$ cat src/rtl/univ_shift_reg_if.sv
// Signal bundle for univ_shift_reg: manual-mode controls, burst handshake and
// register/serial outputs. The master drives controls; the register is the slave.
interface univ_shift_reg_if #(
    parameter int WIDTH = 8
);
    localparam int CNT_W = $clog2(WIDTH + 1);

    logic             en;
    logic [1:0]       mode;
    logic [WIDTH-1:0] par_in;
    logic             ser_in_r;
    logic             ser_in_l;
    logic             start;
    logic [WIDTH-1:0] q;
    logic             ser_out_r;
    logic             ser_out_l;
    logic             busy;
    logic             done;
    logic [CNT_W-1:0] bit_cnt;

    modport master (
        output en, mode, par_in, ser_in_r, ser_in_l, start,
        input  q, ser_out_r, ser_out_l, busy, done, bit_cnt
    );

    modport slave (
        input  en, mode, par_in, ser_in_r, ser_in_l, start,
        output q, ser_out_r, ser_out_l, busy, done, bit_cnt
    );
endinterface

$ cat src/rtl/univ_shift_reg.sv
// Universal WIDTH-bit register (hold / shift right / shift left / load) with a
// framed burst engine that shifts exactly WIDTH bits under start/busy/done.
module univ_shift_reg #(
    parameter int WIDTH = 8
) (
    input  logic            clk,
    input  logic            reset,
    univ_shift_reg_if.slave bus
);
    localparam int CNT_W = $clog2(WIDTH + 1);
    localparam logic [CNT_W-1:0] CNT_ZERO = {CNT_W{1'b0}};
    localparam logic [CNT_W-1:0] CNT_ONE  = CNT_W'(32'd1);
    localparam logic [CNT_W-1:0] CNT_LAST = CNT_W'(WIDTH - 1);
    localparam logic [CNT_W-1:0] CNT_FULL = CNT_W'(WIDTH);

    localparam logic [1:0] MODE_HOLD = 2'b00;
    localparam logic [1:0] MODE_SHR  = 2'b01;
    localparam logic [1:0] MODE_SHL  = 2'b10;
    localparam logic [1:0] MODE_LOAD = 2'b11;

    typedef enum logic [1:0] {
        ST_IDLE  = 2'b00,
        ST_SHIFT = 2'b01,
        ST_DONE  = 2'b10
    } state_t;

    state_t           state_r;
    logic [WIDTH-1:0] q_r;
    logic             dir_left_r;
    logic             busy_r;
    logic             done_r;
    logic [CNT_W-1:0] bit_cnt_r;

    logic [WIDTH-1:0] shr_s;
    logic [WIDTH-1:0] shl_s;
    logic [WIDTH-1:0] burst_s;
    logic             burst_req_s;

    // Shift candidates and burst request decode
    always_comb begin
        shr_s       = {bus.ser_in_r, q_r[WIDTH-1:1]};
        shl_s       = {q_r[WIDTH-2:0], bus.ser_in_l};
        burst_req_s = bus.start && ((bus.mode == MODE_SHR) || (bus.mode == MODE_SHL));
        if (dir_left_r) begin
            burst_s = shl_s;
        end else begin
            burst_s = shr_s;
        end
    end

    // Control FSM and datapath; start only triggers a burst for shift modes
    always_ff @(posedge clk or negedge reset) begin
        if (!reset) begin
            state_r    <= ST_IDLE;
            q_r        <= {WIDTH{1'b0}};
            dir_left_r <= 1'b0;
            busy_r     <= 1'b0;
            done_r     <= 1'b0;
            bit_cnt_r  <= CNT_ZERO;
        end else begin
            case (state_r)
                ST_IDLE: begin
                    done_r    <= 1'b0;
                    bit_cnt_r <= CNT_ZERO;
                    if (burst_req_s) begin
                        dir_left_r <= (bus.mode == MODE_SHL);
                        busy_r     <= 1'b1;
                        state_r    <= ST_SHIFT;
                    end else if (bus.en) begin
                        case (bus.mode)
                            MODE_HOLD: q_r <= q_r;
                            MODE_SHR:  q_r <= shr_s;
                            MODE_SHL:  q_r <= shl_s;
                            MODE_LOAD: q_r <= bus.par_in;
                            default:   q_r <= q_r;
                        endcase
                    end else begin
                        q_r <= q_r;
                    end
                end
                ST_SHIFT: begin
                    // en low stalls both the data and the shift count
                    if (bus.en) begin
                        q_r       <= burst_s;
                        bit_cnt_r <= bit_cnt_r + CNT_ONE;
                        if (bit_cnt_r == CNT_LAST) begin
                            busy_r  <= 1'b0;
                            done_r  <= 1'b1;
                            state_r <= ST_DONE;
                        end else begin
                            state_r <= ST_SHIFT;
                        end
                    end else begin
                        q_r <= q_r;
                    end
                end
                ST_DONE: begin
                    done_r    <= 1'b0;
                    bit_cnt_r <= CNT_ZERO;
                    state_r   <= ST_IDLE;
                end
                default: begin
                    busy_r    <= 1'b0;
                    done_r    <= 1'b0;
                    bit_cnt_r <= CNT_ZERO;
                    state_r   <= ST_IDLE;
                end
            endcase
        end
    end

    assign bus.q         = q_r;
    assign bus.ser_out_r = q_r[0];
    assign bus.ser_out_l = q_r[WIDTH-1];
    assign bus.busy      = busy_r;
    assign bus.done      = done_r;
    assign bus.bit_cnt   = bit_cnt_r;

    logic unused_full_s;
    assign unused_full_s = (bit_cnt_r == CNT_FULL);
endmodule
$ cat src/flat_wrapper.sv
// flat-port wrapper written by rule: the top's interface ports become plain ports
module univ_shift_reg_flat 
#(
    parameter int WIDTH = 8
)
  (clk, reset, bus_en, bus_mode, bus_par_in, bus_ser_in_r, bus_ser_in_l, bus_start, bus_q, bus_ser_out_r, bus_ser_out_l, bus_busy, bus_done, bus_bit_cnt);
  univ_shift_reg_if #(.WIDTH(WIDTH)) bus_i ();
  input  logic clk;
  input  logic reset;
  input wire logic [$bits(bus_i.en)-1:0] bus_en;
  input wire logic [$bits(bus_i.mode)-1:0] bus_mode;
  input wire logic [$bits(bus_i.par_in)-1:0] bus_par_in;
  input wire logic [$bits(bus_i.ser_in_r)-1:0] bus_ser_in_r;
  input wire logic [$bits(bus_i.ser_in_l)-1:0] bus_ser_in_l;
  input wire logic [$bits(bus_i.start)-1:0] bus_start;
  output wire logic [$bits(bus_i.q)-1:0] bus_q;
  output wire logic [$bits(bus_i.ser_out_r)-1:0] bus_ser_out_r;
  output wire logic [$bits(bus_i.ser_out_l)-1:0] bus_ser_out_l;
  output wire logic [$bits(bus_i.busy)-1:0] bus_busy;
  output wire logic [$bits(bus_i.done)-1:0] bus_done;
  output wire logic [$bits(bus_i.bit_cnt)-1:0] bus_bit_cnt;
  assign bus_i.en = bus_en;
  assign bus_i.mode = bus_mode;
  assign bus_i.par_in = bus_par_in;
  assign bus_i.ser_in_r = bus_ser_in_r;
  assign bus_i.ser_in_l = bus_ser_in_l;
  assign bus_i.start = bus_start;
  assign bus_q = bus_i.q;
  assign bus_ser_out_r = bus_i.ser_out_r;
  assign bus_ser_out_l = bus_i.ser_out_l;
  assign bus_busy = bus_i.busy;
  assign bus_done = bus_i.done;
  assign bus_bit_cnt = bus_i.bit_cnt;
  univ_shift_reg #(.WIDTH(WIDTH)) u_core (.clk(clk), .reset(reset), .bus(bus_i));
endmodule
$ cat config.mk
export PLATFORM = sky130hd
export DESIGN_NAME = univ_shift_reg_flat
export DESIGN_NICKNAME = d
export VERILOG_FILES = /design/src/rtl/univ_shift_reg_if.sv /design/src/rtl/univ_shift_reg.sv /design/src/flat_wrapper.sv
export SDC_FILE = /design/constraint.sdc
export NUM_CORES = 1
export LEC_CHECK = 0
export ABC_AREA = 1
export ABC_CLOCK_PERIOD_IN_PS = 1700
export CORE_MARGIN = 2
export CORE_UTILIZATION = 50
export CTS_CLUSTER_DIAMETER = 200
export CTS_CLUSTER_SIZE = 16
export DETAILED_ROUTE_END_ITERATION = 16
export PLACE_DENSITY_LB_ADDON = 0.1
export SLEW_MARGIN = 5
export SYNTH_ARGS = -nofsm -noshare
export SYNTH_HDL_FRONTEND = slang
export SYNTH_SLANG_ARGS = --single-unit
$ cat constraint.sdc
create_clock -name clk -period 1.7 [get_ports clk]
set_input_delay 0.51 -clock clk [delete_from_list [all_inputs] [get_ports clk]]
set_output_delay 0.51 -clock clk [all_outputs]
set_load 0.03 [all_outputs]
Yosys cells after proc, flatten, opt, wreduce, memory -nomap -nowiden. Cells that the tools add are included.

Input bits: 16. Output and inout port bits: 16. Word-level logic and storage cells: 49. Bits in registers: 17.

Reductions and logical operators: 10. Add/subtract/negate cells: 1. Bitwise gates (word level): 1. Multiplexer cells: 19. Equal/unequal tests: 12.

Operators by type and width (number): $mux 8 (4); $pmux 8 s3 (1); $pmux 8 s2 (1); $mux 4 (2); $ne 2x2->1 const B (4); $eq 2x2->1 const B (3); $mux 1 (6); $mux 2 (3); $reduce_and 2->1 (3); $reduce_and 5->1 (1); $add 4x1->4 const B (1); $eq 2x1->1 const B (2); $eq 4x3->1 const B (1); $logic_not 2->1 (2); $ne 2x1->1 const B (2); $pmux 2 s2 (1); $reduce_and 4->1 (1); $pmux 1 s3 (1); $reduce_bool 2->1 (1); $logic_and 1x1->1 (1); $logic_or 1x1->1 (1); $not 1->1 (1).

Depth between registers and ports, before layout. Gate-level depths: netlist of run 1.

Depth in word-level cells: 5. Depth in mapped cells: 11. Depth with buffers taken out: 10.

Worst setup path after synthesis of run 1. Ideal clock, no wire load.

Kind: input to register. Start point: input bus_mode[0]. End point: register u_core.q_r[5], in the netlist u_core.bus.q[5]. Data arrival time: 1.334 ns. Cell stages on the path: 10. Buffers on the path: 0. Data required time: 1.583 ns. Path slack: 0.249 ns. Setup time: 0.117 ns. Cell sequence: inv_1 > ha_1 > nor2_8 > inv_2 > nand2_1 > nand2_1 > nand2_1 > nand2_1 > nand2_1 > nand2_1.

Cells in the longest elaborated chain, start to end: 5. Elaborated cells on any way between the ends: 13. Those cells by class: 5 x eq/ne; 4 x mux; 4 x reduce/logical.

RTL lines: start: declaration (line flat_wrapper.sv:11) `input wire logic [$bits(bus_i.mode)-1:0] bus_mode;`; $eq 2x2->1, or another cell as far along (line univ_shift_reg.sv:70) `case (bus.mode)`; $pmux 8 s3 / $logic_or 1x1->1 (equally long branches) (line univ_shift_reg.sv:70, univ_shift_reg.sv:43); $mux 8 / $logic_and 1x1->1 (equally long branches) (line univ_shift_reg.sv:69, univ_shift_reg.sv:43); $mux 8 / $ne 2x2->1 (equally long branches); $pmux 8 s2 / $reduce_and 5->1 (equally long branches); end signal: assignment (line univ_shift_reg.sv:71) `MODE_HOLD: q_r <= q_r;`; end signal: assignment (line univ_shift_reg.sv:72) `MODE_SHR: q_r <= shr_s;`; end signal: assignment (line univ_shift_reg.sv:73) `MODE_SHL: q_r <= shl_s;`; end: declaration (line univ_shift_reg.sv:28) `logic [WIDTH-1:0] q_r;`.

Parallel ways exist; a longest one is shown, timed or not. The select of a mux whose other input is x is not followed. A chain may end at the register's enable or synchronous reset.

Worst setup path after layout of run 1.
Start point: register u_core.q_r[0], in the netlist u_core.bus.q[0]. End point: output bus_q[0].

RTL lines: start signal: assignment (line univ_shift_reg.sv:55) `q_r <= {WIDTH{1'b0}};`; start signal: assignment (line univ_shift_reg.sv:71); start signal: assignment (line univ_shift_reg.sv:72); end: declaration (line flat_wrapper.sv:16) `output wire logic [$bits(bus_i.q)-1:0] bus_q;`.

No word-level cell between the ends.

==> results of run 1 <==
[area by class of cell]
class / count / area [sq um] / area share, %
inverter: 14 / 57.6 / 3.50
timing repair buffer: 43 / 394 / 24.0
multi-input combinational: 144 / 706 / 42.9
sequential: 17 / 425 / 25.9
clock buffer: 4 / 26.3 / 1.60
tap: 28 / 35.0 / 2.13
[worst max-delay path by stage]
stage,startpoint,to,slack (ns),cells after the start
floorplan,bus_mode[0],u_core.bus.q[5]$_DFFE_PN0P_,0.25,10
global placement,bus_mode[0],u_core.bus.q[7]$_DFFE_PN0P_,-0.34,11
detailed placement,bus_mode[0],u_core.bus.q[1]$_DFFE_PN0P_,-0.39,11
CTS,bus_mode[0],u_core.bus.q[1]$_DFFE_PN0P_,0.003,11
global route,u_core.bus.q[0]$_DFFE_PN0P_,bus_ser_out_r,0.004,1
finish,u_core.bus.q[0]$_DFFE_PN0P_,bus_q[0],0.06,1
[kinds of logic (layout without fill, tap and decap cells)]
logic type      count (synthesis)  after routing  share of synthesized area (%)
simple gates                  126            127                           44.1
fa+ha+maj                       5              5                           5.26
flops                          17             17                           35.8
buf+inv                        20             61                           8.32
compound gates                 12             12                           6.53
[cells in the mapped netlist (all sizes together)]
master  count  share of area, %
nand3b      1              0.63
or2         1              0.53
o21ai       3               1.3
nor2       10               5.2
nor3        1              0.42
nand3       8               3.4
a21oi       2              0.84
dfrtp      17                36
o211ai      7               4.4
inv        14               4.6
nand2     105                34
ha          5               5.3
buf         6               3.7
[sequential cells by signal, summed over array words and instances (netlist names)]
signal,flops
u_core.bus.q,8
u_core.bus.bit_cnt,4
u_core.state_r,2
u_core.bus.busy,1
u_core.bus.done,1
u_core.dir_left_r,1
[per-stage QoR]
step | TNS [ns] | util (%) | hold WS, ns
2_1_floorplan | 0 | - | 0.214
3_3_place_gp | -2.81 | 70.4 | 0.457
3_5_place_dp | -3.30 | 70.4 | 0.470
4_1_cts | 0 | 73.2 | 0.486
5_1_grt | 0 | 73.6 | 0.514
6_report | 0 | 73.6 | 0.477
[repair_timing]
item | CTS | global route
endpoints found under the setup margin | 24 | 8
gates cloned | 1 | 0
setup buffers | 1 | 0
gates resized for setup | 21 | 5
hold buffers | 0 | 0
pin swaps | 3 | 1
[report_power, final]
group          switching, W  internal [W]  leakage, nW  total [W]
Sequential         0.000141      0.000579        0.211   0.000719
Clock              0.000123     0.0000913       0.0150   0.000214
Combinational       0.00106      0.000614        0.702    0.00168
Total               0.00133       0.00128        0.928    0.00261
[routing by layer]
layer | up-vias | GRT usage (%)
met1 | 572 | 29.3
met2 | 39 | 45.0
met3 | 6 | 3.43
met4 | 0 | 12.8
met5 | - | 0
li1 | 643 | -
==> results.py, run 1 <==
metrics = {
    "outcome": {
        "status": "finished, final reports clean",
    },
    "route": {
        "top_layer_used": "met4",
        "wl_met1_microns": 1230,
        "antenna_left": 0,
        "vias": 1260,
        "drc": 0,
        "wl_met2_microns": 1590,
        "wl_per_cell_microns": 12.2,
        "routed_via_density": 5.04,
        "routed_wl_microns": 3040,
        "drt_iter0_markers": 23,
        "met3WireLength_microns": 163,
        "dr.pass1.iters": 5,
    },
    "final_layout": {
        "finalInstanceArea_sq_um": 1640,
        "drive_gt1_share_pct": 14.4,
        "final_cell_mix": "nand2_1, dlygate4sd2_1, dfrtp_1, clkdlybuf4s50_1, buf_4",
        "diodes": 0,
        "final_cells": 250,
        "fillers": 182,
        "syn2layout_area_growth_pct": 38.3,
        "layout.nets": 244,
        "final_common_cell": "nand2_1",
    },
    "pwr": {
        "vdd_drop_max_mv": 1.13,
        "p_leak_nw": 0.928,
        "powerDensity_nw_per_um2": 1590,
        "power_w": 0.00261,
    },
    "worst_setup_path": {
        "r2r_setup_slack_ns": 0.40,
        "crit_required_ns": 1.19,
        "worst_ep_arrival_time_ns": 1.13,
        "critical_path_buf_inv_count": 1,
        "cp_slowest_cell": "dfrtp_1",
        "critPathKind": "flip-flop to output pin",
        "start_kind": "flip-flop",
        "reg2regPathDepth": 6,
        "cp_max_fo": 5,
        "slowest_delay_ns": 0.43,
        "r2r_end": "u_core.bus.q[2]$_DFFE_PN0P_",
        "worstSetupEndpointType": "output pin",
        "path_delay_family": "flip-flops",
        "rr_startpoint": "u_core.state_r[1]$_DFFE_PN0P_",
        "crit_chain": "dlygate4sd2_1",
    },
    "synthesis": {
        "synth_area_sq_um": 1190,
        "synth_cells": 180,
        "yosys_warnings": 0,
        "syn_nets": 201,
        "ys_seq_area_share_pct": 35.8,
        "synth_cell_types": 22,
        "synth-seq-cells": 17,
        "avgSynthCellArea_sq_um": 6.60,
    },
    "placed_design": {
        "io_buffer_count": 31,
        "postPlaceCellArea_sq_um": 1570,
        "gp_congestion": 0.945,
        "dp_cells": 244,
        "pre_cts_slack_ns": -0.391,
        "hpwl_microns": 2210,
    },
    "timing": {
        "finalSetupViolCount": 0,
        "fin_ws_ns": 0.0551,
        "grt_setup_unrepaired": "no",
        "min_period_ns": 1.64,
        "max_slew_margin_pct": 79.2,
        "final_max_slew_viol_count": 0,
        "tightest_slew_ns": 0.314,
        "fin_crit_sh_pct": 96.8,
        "fin_skew_ns": 0.00169,
        "fmax_mhz": 608,
        "finalHoldViolCount": 0,
    },
    "grt": {
        "gr-total-overflow": 0,
        "globalRouteTotalUtil_pct": 25.3,
        "grt_pass1_vias": 1207,
        "grt_first_pass_wirelength_microns": 5130,
        "antenna_found_initial": 0,
        "grt_max_degree": 18,
    },
    "hold_path": {
        "hp-start": "u_core.bus.busy$_DFFE_PN0P_",
        "whs_endpoint": "u_core.bus.busy$_DFFE_PN0P_",
        "hp-class": "flip-flop to flip-flop",
        "hold_depth": 2,
    },
    "clock_network": {
        "clk_latency_ns": 0.29,
        "cts_sinks": 17,
        "cts-buffers-inserted": 3,
        "clk_root_buffer_cell": "clkbuf_4",
        "clk_pin_slew_ns": 0.09,
        "clock_path_buffers": 2,
        "h-tree-depth": 1,
        "cts_tree": "yes",
    },
    "floorplanning": {
        "dieHeight_microns": 52.8,
        "io_pins": 32,
        "die_x_microns": 52.8,
        "rows": 17,
        "die-area_sq_um": 2780,
        "start_util_pct": 53.2,
        "core_area_sq_um": 2230,
    },
    "run": {
        "drv_cap": 0,
    },
}
Note: power is estimated with default switching activity, not from simulation.
==> run 2, diff against run 1 <==
--- a/config.mk
+++ b/config.mk
@@ -8,3 +8,3 @@
 export ABC_AREA = 1
-export ABC_CLOCK_PERIOD_IN_PS = 1700
+export CAP_MARGIN = 0
 export CORE_MARGIN = 2
--- a/constraint.sdc
+++ b/constraint.sdc
@@ -3,2 +3,2 @@
 set_output_delay 0.51 -clock clk [all_outputs]
-set_load 0.03 [all_outputs]
+set_load 0.02 [all_outputs]
==> run 2 against run 1 <==
Against the previous run: non-clock buffer count is the same; hold slack lost 0.0064 ns; first-iteration DRC count shrank 17%; total power shrank 5.6%; combinational power shrank 9%; clock power is essentially flat; worst setup slack gained 0.065 ns; count of clock-buffer cells in the layout shrank 1; critical path type unchanged.
==> results.py, run 2 (synthesis gave the netlist of run 1 again) <==
metrics = {
    "route": {
        "antenna_left": 0,
        "wl_per_cell_microns": 11.1,
        "vias": 1218,
        "dr.pass1.iters": 4,
        "routed_via_density": 4.89,
        "drc": 0,
        "routed_wl_microns": 2770,
        "drt_iter0_markers": 19,
    },
    "clock_network": {
        "h-tree-depth": 1,
        "clk_root_buffer_cell": "clkbuf_4",
        "cts_sinks": 17,
        "clock_path_buffers": 2,
        "cts_tree": "yes",
        "cts-buffers-inserted": 3,
        "clk_pin_slew_ns": 0.09,
        "clk_latency_ns": 0.28,
    },
    "final_layout": {
        "fillers": 194,
        "diodes": 0,
        "drive_gt1_share_pct": 13.1,
        "final_cell_mix": "nand2_1, dlygate4sd2_1, dfrtp_1, clkdlybuf4s50_1, buf_4",
        "final_common_cell": "nand2_1",
        "largest_reg_flops": 8,
        "syn2layout_area_growth_pct": 35.9,
        "layout.nets": 243,
    },
    "timing": {
        "fin_tns_setup_ns": 0,
        "max_slew_margin_pct": 80.3,
        "final_max_slew_viol_count": 0,
        "finalHoldViolCount": 0,
        "grt_setup_unrepaired": "no",
        "fin_skew_ns": 0.00768,
        "fin_ws_ns": 0.121,
        "fmax_mhz": 633,
        "fin_crit_sh_pct": 92.9,
        "finalSetupViolCount": 0,
        "tightest_slew_ns": 0.295,
        "min_period_ns": 1.58,
    },
    "floorplanning": {
        "start_util_pct": 53.2,
        "rows": 17,
        "io_pins": 32,
        "dieHeight_microns": 52.8,
        "core_area_sq_um": 2230,
        "die-area_sq_um": 2780,
        "die_x_microns": 52.8,
    },
    "worst_setup_path": {
        "crit_chain": "dlygate4sd2_1",
        "critical_path_buf_inv_count": 1,
        "crit_required_ns": 1.19,
        "slowest_delay_ns": 0.43,
        "path_delay_family": "flip-flops",
        "cp_max_fo": 5,
        "worstSetupEndpointType": "output pin",
        "critPathKind": "flip-flop to output pin",
        "start_kind": "flip-flop",
        "worst_ep_arrival_time_ns": 1.07,
        "cp_slowest_cell": "dfrtp_1",
    },
    "pwr": {
        "vdd_drop_max_mv": 1.16,
        "powerDensity_nw_per_um2": 1530,
        "p_leak_nw": 0.921,
    },
    "grt": {
        "antenna_found_initial": 0,
        "globalRouteTotalUtil_pct": 22.5,
        "grt_first_pass_wirelength_microns": 4640,
        "grt_pass1_vias": 1119,
        "grt_max_degree": 18,
        "gr-total-overflow": 0,
    },
    "hold_path": {
        "hp-class": "flip-flop to flip-flop",
    },
    "placed_design": {
        "gp_congestion": 0.947,
        "pre_cts_slack_ns": -0.395,
        "io_buffer_count": 31,
        "hpwl_microns": 2170,
    },
    "outcome": {
        "status": "finished, final reports clean",
    },
    "run": {
        "drv_cap": 0,
    },
}
run 2: report_power, final:
part	leakage [nW]	switching, W	total, W	internal (W)
Combinational	0.693	0.000897	0.00153	0.000629
Sequential	0.211	0.000150	0.000728	0.000579
Clock	0.0177	0.000125	0.000212	0.0000872
run 2: layout make-up:
| class | count | area (sq um) | area share, % |
|---|---|---|---|
| well taps | 28 | 35.0 | 2.17 |
| inverters | 14 | 55.1 | 3.41 |
| repair buffers | 43 | 403 | 24.9 |
| clock inverters | 1 | 5.00 | 0.310 |
| flip-flops and latches | 17 | 425 | 26.3 |
| clock buffers | 3 | 22.5 | 1.39 |
| multi-input cells | 143 | 669 | 41.4 |
run 2: worst paths after layout:
check                                         startpoint                           to  slack (ns)  depth (start not counted)
max                          u_core.bus.q[0]$_DFFE_PN0P_                bus_ser_out_r        0.12                          1
min                          u_core.bus.busy$_DFFE_PN0P_  u_core.bus.busy$_DFFE_PN0P_        0.47                          2
max reg2reg                u_core.state_r[1]$_DFFE_PN0P_  u_core.bus.q[1]$_DFFE_PN0P_        0.45                          6
min reg2reg                  u_core.bus.busy$_DFFE_PN0P_  u_core.bus.busy$_DFFE_PN0P_        0.47                          2
max in group asynchronous                          reset  u_core.bus.q[0]$_DFFE_PN0P_        0.97                          2
min in group asynchronous                          reset  u_core.bus.done$_DFFE_PN0P_        0.53                          2
run 2: stage by stage:
| stage | instances | hold slack [ns] | utilization, % | power, W | cell area, sq um |
|---|---|---|---|---|---|
| 2_1_floorplan | 180 | 0.214 | - | 0.00174 | 1190 |
| 3_3_place_gp | 243 | 0.458 | 70.6 | 0.00231 | 1580 |
| 3_5_place_dp | 243 | 0.458 | 70.6 | 0.00234 | 1580 |
| 4_1_cts | 249 | 0.478 | 72.3 | 0.00249 | 1620 |
| 5_1_grt | 249 | 0.530 | 72.3 | 0.00270 | 1620 |
| 6_report | 249 | 0.470 | 72.3 | 0.00247 | 1620 |
run 2: timing repair:
item,in CTS,in global routing
hold buffers,0,0
resized for setup,21,0
setup buffers,2,0
hold endpoints to repair,0,0
endpoints found under the setup margin,24,0
run 2: layer usage:
metal  vias to the layer above  routed length (microns)  track usage [%]
li1                        637                        -                -
met2                        35                     1400             41.5
met1                       542                     1190             27.1
met4                         0                       30             7.26
met5                         -                        0                0
met3                         4                      148             2.29
==> run 3, diff against run 2 <==
Settings changed: CAP_MARGIN 0 to 30, SLEW_MARGIN 5 to unset.
==> results of run 3 <==
No change in the layout: final DEF, timing and power equal those of run 2.
